[config.mk]
export PLATFORM = sky130hd
export DESIGN_NAME = fb_arbiter
export DESIGN_NICKNAME = d
export VERILOG_FILES = /design/src/rtl/fb_arbiter.sv
export SDC_FILE = /design/constraint.sdc
export NUM_CORES = 1
export LEC_CHECK = 0
export ABC_CLOCK_PERIOD_IN_PS = 2900
export BUFFER_PORTS_ARGS = -buffer_cell sky130_fd_sc_hd__buf_2
export CAP_MARGIN = 20
export CORE_UTILIZATION = 50
export CTS_CLUSTER_SIZE = 14
export DETAILED_ROUTE_END_ITERATION = 16
export PLACE_DENSITY = 0.84
export SLEW_MARGIN = 20
export SYNTH_ARGS = -nofsm -noshare
export SYNTH_HDL_FRONTEND = slang
export SYNTH_SLANG_ARGS = --single-unit
export TNS_END_PERCENT = 10
[constraint.sdc]
create_clock -name clock -period 2.9 [get_ports clock]
set_clock_uncertainty 0.15 [all_clocks]
set_input_delay 0.58 -clock clock [delete_from_list [all_inputs] [get_ports clock]]
set_output_delay 0.58 -clock clock [all_outputs]
set_load 0.005 [all_outputs]
[src/rtl/fb_arbiter.sv]
// Two-player frame-buffer arbiter: round-robin single-bit reads/writes to a
// synchronous RAM, plus a full-buffer clear sweep that takes priority.
module fb_arbiter #(
   parameter int FB_WORDS = 307200
) (
   input  logic        clock,
   input  logic        reset,
   input  logic        clear_start,
   output logic        clear_busy,
   input  logic        p1_req,
   input  logic        p1_we,
   input  logic [18:0] p1_addr,
   input  logic        p1_wdata,
   output logic        p1_ack,
   output logic        p1_rdata,
   input  logic        p2_req,
   input  logic        p2_we,
   input  logic [18:0] p2_addr,
   input  logic        p2_wdata,
   output logic        p2_ack,
   output logic        p2_rdata,
   output logic [18:0] ram_write_address,
   output logic        ram_write_data,
   output logic        ram_write_enabled,
   input  logic        ram_read_data
);

   localparam logic [18:0] LAST_ADDR = 19'(FB_WORDS - 1);

   typedef enum logic [2:0] {IDLE, WR, RD_ADDR, RD_DATA, RD_ACK, CLEAR} state_t;

   state_t      state, state_nxt;
   logic [18:0] counter, counter_nxt;
   logic        pend_clear, pend_nxt;
   logic        last_grant, last_nxt;   // 0 = player 1, 1 = player 2
   logic        cur, cur_nxt;           // player owning the current read
   logic        gnt, gnt_we, gnt_wdata;
   logic [18:0] gnt_addr, cur_addr;
   logic        rd_bit;
   logic        busy_nxt, we_nxt, data_nxt;
   logic        p1_ack_nxt, p2_ack_nxt, p1_rdata_nxt, p2_rdata_nxt;
   logic [18:0] addr_nxt;

   // On a tie the player not served last wins; a lone requester wins outright.
   assign gnt       = (p1_req && p2_req) ? ~last_grant : p2_req;
   assign gnt_we    = gnt ? p2_we    : p1_we;
   assign gnt_addr  = gnt ? p2_addr  : p1_addr;
   assign gnt_wdata = gnt ? p2_wdata : p1_wdata;
   assign cur_addr  = cur ? p2_addr  : p1_addr;
   // Off-screen pixels read as occupied.
   assign rd_bit    = (cur_addr > LAST_ADDR) ? 1'b1 : ram_read_data;

   always_comb begin
      state_nxt    = state;
      counter_nxt  = counter;
      pend_nxt     = pend_clear;
      last_nxt     = last_grant;
      cur_nxt      = cur;
      addr_nxt     = ram_write_address;
      data_nxt     = ram_write_data;
      we_nxt       = 1'b0;
      busy_nxt     = 1'b0;
      p1_ack_nxt   = 1'b0;
      p2_ack_nxt   = 1'b0;
      p1_rdata_nxt = p1_rdata;
      p2_rdata_nxt = p2_rdata;

      if (clear_start && (state == WR || state == RD_ADDR ||
                          state == RD_DATA || state == RD_ACK))
         pend_nxt = 1'b1;

      case (state)
         IDLE: begin
            if (clear_start || pend_clear) begin
               state_nxt   = CLEAR;
               counter_nxt = '0;
               pend_nxt    = 1'b0;
               busy_nxt    = 1'b1;
               we_nxt      = 1'b1;
               data_nxt    = 1'b0;
               addr_nxt    = '0;
            end else if (p1_req || p2_req) begin
               cur_nxt  = gnt;
               last_nxt = gnt;
               addr_nxt = gnt_addr;
               if (gnt_we) begin
                  state_nxt  = WR;
                  data_nxt   = gnt_wdata;
                  we_nxt     = (gnt_addr <= LAST_ADDR);
                  p1_ack_nxt = ~gnt;
                  p2_ack_nxt = gnt;
               end else begin
                  state_nxt = RD_ADDR;
               end
            end
         end
         WR:      state_nxt = IDLE;
         RD_ADDR: state_nxt = RD_DATA;
         RD_DATA: begin
            state_nxt = RD_ACK;
            if (cur) begin
               p2_ack_nxt   = 1'b1;
               p2_rdata_nxt = rd_bit;
            end else begin
               p1_ack_nxt   = 1'b1;
               p1_rdata_nxt = rd_bit;
            end
         end
         RD_ACK:  state_nxt = IDLE;
         CLEAR: begin
            if (counter == LAST_ADDR) begin
               state_nxt = IDLE;
            end else begin
               counter_nxt = counter + 19'd1;
               addr_nxt    = counter + 19'd1;
               busy_nxt    = 1'b1;
               we_nxt      = 1'b1;
               data_nxt    = 1'b0;
            end
         end
         default: state_nxt = IDLE;
      endcase
   end

   always_ff @(posedge clock or posedge reset) begin
      if (reset) begin
         state             <= IDLE;
         counter           <= '0;
         pend_clear        <= 1'b0;
         last_grant        <= 1'b1;
         cur               <= 1'b0;
         clear_busy        <= 1'b0;
         p1_ack            <= 1'b0;
         p2_ack            <= 1'b0;
         p1_rdata          <= 1'b0;
         p2_rdata          <= 1'b0;
         ram_write_address <= '0;
         ram_write_data    <= 1'b0;
         ram_write_enabled <= 1'b0;
      end else begin
         state             <= state_nxt;
         counter           <= counter_nxt;
         pend_clear        <= pend_nxt;
         last_grant        <= last_nxt;
         cur               <= cur_nxt;
         clear_busy        <= busy_nxt;
         p1_ack            <= p1_ack_nxt;
         p2_ack            <= p2_ack_nxt;
         p1_rdata          <= p1_rdata_nxt;
         p2_rdata          <= p2_rdata_nxt;
         ram_write_address <= addr_nxt;
         ram_write_data    <= data_nxt;
         ram_write_enabled <= we_nxt;
      end
   end

endmodule

Word-level counts from Yosys, hierarchy flattened. Index checks and enable logic that the tools add are counted.

Output and inout port bits: 26. Bits in latches: 0. Memories: 0. RAM bits: 0. Register bits: 51. Bits in read-only memories: 0.

$lt $le $gt $ge: 2. Add/subtract/negate cells: 1. Divide/modulo/power cells: 0. Multiplexer cells: 42. $mul: 0. Shifts and indexed selects: 0. Bitwise operators: 4. Eq/ne operators: 11. Reductions and logical operators: 16.

Operators with widths (count): 19-bit two-way mux (6); 19-bit one-hot mux with 2 select lines (2); 1-bit two-way mux (24); 19-bit by 1-bit adder with 19-bit output, second input constant (1); 19-bit == test, second input constant (1); 19-bit > comparator, second input constant (1); 19-bit less-or-equal comparator, second input constant (1); 3-bit one-hot mux with 4 select lines (1); 1-bit one-hot mux with 2 select lines (5); 3-bit two-way mux (3); 3-bit AND reduction (3); 3-bit by 2-bit == test with 1-bit output, second input constant (2); 3-bit == test, second input constant (2); 2-bit inequality test, second input constant (3); 3-bit inequality test, second input constant (2); 2-bit AND reduction (3); 1-bit logical OR (5); 1-bit inverter (4); 4-bit AND reduction (1); 3-bit by 1-bit == test with 1-bit output, second input constant (1); 3-bit logical NOT (1); 1-bit logical AND (2); 2-bit two-way mux (1); 2-bit nonzero test (1).

Longest topological paths before layout.
Depth after elaboration: 8. Depth in mapped cells: 8.

Worst setup path before layout. Ideal clock, no wire load.

Path kind: register -> register. Start: register counter[0]. End: register ram_write_address[13]. Library setup time: 0.125 ns. Arrival: 2.030 ns. Setup slack: 0.595 ns. Path buffers: 1. Stages on the path, launching flop included: 7. Data required time: 2.625 ns. Cell sequence: dfrtp_1 > ha_1 > nand3_1 > or4_1 > buf_6 > o21ai_4 > mux2_2.

Cells in the longest elaborated chain, start to end: 3. Elaborated cells between the ends (all ways): 6. Classes of those cells: add/sub: 1; eq/ne: 2; mux: 2; reduce/logical: 1.

Ends and longest elaborated chain: start, declared (RTL line 33) `logic [18:0] counter, counter_nxt;`; start signal, assigned (RTL line 142) `counter <= counter_nxt;`; 19-bit by 1-bit adder with 19-bit output or 19-bit == test (tied branches) (RTL line 115, 111); 19-bit two-way mux or 2-bit inequality test (tied branches); 19-bit one-hot mux with 2 select lines or 3-bit AND reduction (tied branches); end signal, assigned (RTL line 151) `ram_write_address <= addr_nxt;`; end, declared (RTL line 22) `output logic [18:0] ram_write_address,`.

Parallel ways exist; a longest one is shown, timed or not. The select of a mux whose other input is x is not followed. A chain may end at the register's enable or synchronous reset.

Final worst setup path.
Start: register counter[0]. End: register ram_write_data.

Cells in the longest elaborated chain, start to end: 3.

Ends and longest elaborated chain: 19-bit == test (RTL line 111) `if (counter == LAST_ADDR) begin`; 2-bit inequality test (no line); 4-bit AND reduction (no line); end signal, assigned (RTL line 152) `ram_write_data <= data_nxt;`; end, declared (RTL line 23) `output logic ram_write_data,`.

No other way between the ends.

==> results.sh <==
export IMPL_place_inst=469
export IMPL_vias=2844
export IMPL_wirelength_mm=7.60
export IMPL_grt_pass1_wl_mm=12.3
export IMPL_core_area_um2=5680
export IMPL_area_delta_synth_final_pct=18.4
export IMPL_clock_sinks=51
export IMPL_synth_most_common_cell="dfrtp_1"
export IMPL_die_w_um=79.9
export IMPL_path_class="flip-flop to flip-flop"
export IMPL_overflow=0
export IMPL_power_mw=2.83
export IMPL_period_needed_ns=2.62
export IMPL_grt_pass1_vias=2514
export IMPL_drt_first_pass_iters=4
export IMPL_p_int_mw=1.73
export IMPL_synth_area_per_cell_um2=8.97
export IMPL_hold_violations=0
export IMPL_synth_seq_cells=51
export IMPL_cts_htree_levels=2
export IMPL_ys_warn_count=0
export IMPL_ctsRootBufferMaster="clkbuf_8"
export IMPL_fp_dieH_um=79.9
export IMPL_detail_route_antenna_nets=0
export IMPL_rsz0062_at_grt="no"
export IMPL_antenna_found_initial=0
export IMPL_crit_required_ns=2.99
export IMPL_final_max_slew_viol_count=0
export IMPL_clk_latency_ns=0.31
export IMPL_drive_above_1_share=0.262
export IMPL_finalWeightedCongestion=0.911
export IMPL_viasPerCell=5.96
export IMPL_drc=0
export IMPL_min_path_type="input port to async pin"
export IMPL_slew_headroom=0.563
export IMPL_rows=27
export IMPL_ir_worst_vdd_mv=0.538
export IMPL_cts_tree="done"
export IMPL_cp_max_fo=15
export IMPL_synth_top_area_cell="dfrtp_1"
export IMPL_postSynth_asyncResetShare=1.00
export IMPL_syn_area_um2=3030
export IMPL_port_buffer_count=73
export IMPL_arrival_ns=2.70
export IMPL_max_freq_ghz=0.382
export IMPL_dpl_cell_area_um2=3450
export IMPL_finalNonFillerCells=477
export IMPL_synth_edff_count=0
export IMPL_start_util=0.534
export IMPL_timing_final_crit_share=0.902
export IMPL_crit_path_start_kind="flip-flop"
export IMPL_synthTopCellsByCount="50 x dfrtp_1, 43 x nand2_1, 33 x nor2_1, 27 x o21ai_0, 24 x mux2i_1"
export IMPL_nNetsFinal=453
export IMPL_io_pins=74
export IMPL_setup_viol_count_final=0
export IMPL_wl_per_cell_um=15.9
export IMPL_post_cts_resized=0
export IMPL_num_fill_cells=469
export IMPL_cts_hold_buf=0
export IMPL_synth_cell_type_count=52
export IMPL_power_density_nw_per_um2=788
export IMPL_drt_iter0_markers=230
export IMPL_worst_pin_slew_ns=0.649
export IMPL_ys_top_cells_by_area="dfrtp_1 41%, mux2i_1 7.9%, nand2_1 5.3%"
export IMPL_hpwl_mm=5.73
export IMPL_end_kind="flip-flop"
export IMPL_synth_cells=338
export IMPL_die_area_um2=6380
export IMPL_status="complete, no violations"
export IMPL_synth_main_ff_cell="dfrtp_1"
export IMPL_clockBufferDepth=2
export IMPL_post_cts_buffers=0
export IMPL_fin_util=0.632
export IMPL_max_cap_violations=0
export IMPL_leakagePower_nw=1.72
export IMPL_yosysSeqAreaShare=0.421
export IMPL_grt_use_total=0.251
export IMPL_power_switching_mw=1.10
export IMPL_switching_share=0.387
export IMPL_power_frac_clock=0.206
export IMPL_synth_top_area_frac=0.413
export IMPL_seqPwrFrac=0.372
export IMPL_grt_max_degree=35
export IMPL_comb_power_share=0.421
export IMPL_clk_pin_slew_ns=0.10
export IMPL_syn_num_nets=387
export IMPL_cts_buffers=5
export IMPL_antenna_cells=0
export IMPL_final_area_um2=3590
export IMPL_fin_tns_setup_ns=0
==> final timing paths <==
path                                           start              endpoint  slack, ns  cells past startpoint
max in group asynchronous                      reset            last_grant       1.74                      3
worst max register to register            counter[0]        ram_write_data       0.28                      8
worst max-delay path                      counter[0]        ram_write_data       0.28                      8
min in group clock              ram_write_address[3]  ram_write_address[3]       0.34                      2
worst min-delay path                           reset            counter[5]       0.08                      2
worst min register to register  ram_write_address[3]  ram_write_address[3]       0.34                      2
==> kinds of logic after synthesis <==
kind of cell	synth area share
AO/OA/AOI/OAI	0.202
XOR/XNOR	0.0318
adder cells (fa/ha/maj)	0.00413
multiplexers	0.0904
AND/OR/NAND/NOR	0.197
flip-flops	0.421
buffers and inverters	0.0532
==> metrics by stage <==
| step | hold slack [ns] | worst slack (ns) |
|---|---|---|
| 3_5_place_dp | 0.320 | 0.321 |
| 5_1_grt | 0.0989 | 0.0869 |
| 3_3_place_gp | 0.315 | 0.419 |
| 2_1_floorplan | 0.320 | 0.595 |
| 4_1_cts | 0.0949 | 0.314 |
| 6_report | 0.0814 | 0.284 |
==> cells in the final DEF, fill, tap and decap left out, types with 2 or more instances in the layout <==
master,instances
nand2_1,43
nand3_1,5
mux2_2,3
a21oi_1,17
inv_2,2
nor2_1,33
xnor2_1,7
nand4_1,7
mux2i_1,24
nor3_1,8
o211a_1,2
o22a_1,5
and3b_1,2
o21ai_1,9
nor4_1,8
o21ai_2,5
o21ai_0,27
or3_1,2
nand2b_1,4
inv_1,4
o22ai_1,2
and3_1,4
buf_12,2
clkbuf_8,5
nor2b_1,3
a21o_1,4
a211o_1,3
xor2_1,4
buf_2,73
o31ai_1,4
buf_4,7
dfrtp_1,50
a32o_1,2
bufinv_16,2
a31oi_1,4
==> worst max-delay path: stages (launching register included) <==
cell and delay (ns):
dfrtp_1 0.45, ha_1 0.23, nand3_1 0.17, or4_1 0.63, buf_4 0.21, o211ai_4 0.33, buf_12 0.20, inv_2 0.06
o21ai_1 0.12
==> registers in the layout (all words and copies together) (netlist names) <==
| register | count |
|---|---|
| counter | 19 |
| ram_write_address | 19 |
| state | 3 |
| clear_busy | 1 |
| cur | 1 |
| last_grant | 1 |
| p1_ack | 1 |
| p1_rdata | 1 |
| p2_ack | 1 |
| p2_rdata | 1 |
| pend_clear | 1 |
| ram_write_data | 1 |
| ram_write_enabled | 1 |
==> area by class of cell <==
class                   instances  area [um^2]  share of cell area
multi-input cells             258         1600               0.447
flip-flops and latches         51         1280               0.356
repair buffers                 82          458               0.128
well taps                      72         90.1              0.0251
clock buffers                   5         68.8              0.0192
clock inverters                 3         67.6              0.0188
inverters                       6         22.5             0.00628
==> layer usage <==
metal / share of wire / vias up / global-route usage
li1: - / 1344 / -
met1: 0.44 / 1366 / 0.366
met2: 0.47 / 122 / 0.387
met3: 0.069 / 12 / 0.0411
met4: 0.016 / 0 / 0.0679
met5: 0 / - / 0
==> power groups by stage <==
stage                     clock, mW  sequential, mW  combinational, mW
after floorplan                   0            1.02              0.870
after global placement            0            1.05               1.15
after detailed placement          0            1.06               1.18
after CTS                     0.591            1.05               1.19
after global routing          0.624            1.07               1.31
final                         0.584            1.05               1.19
No activity file was read; power rests on OpenSTA's default activity.
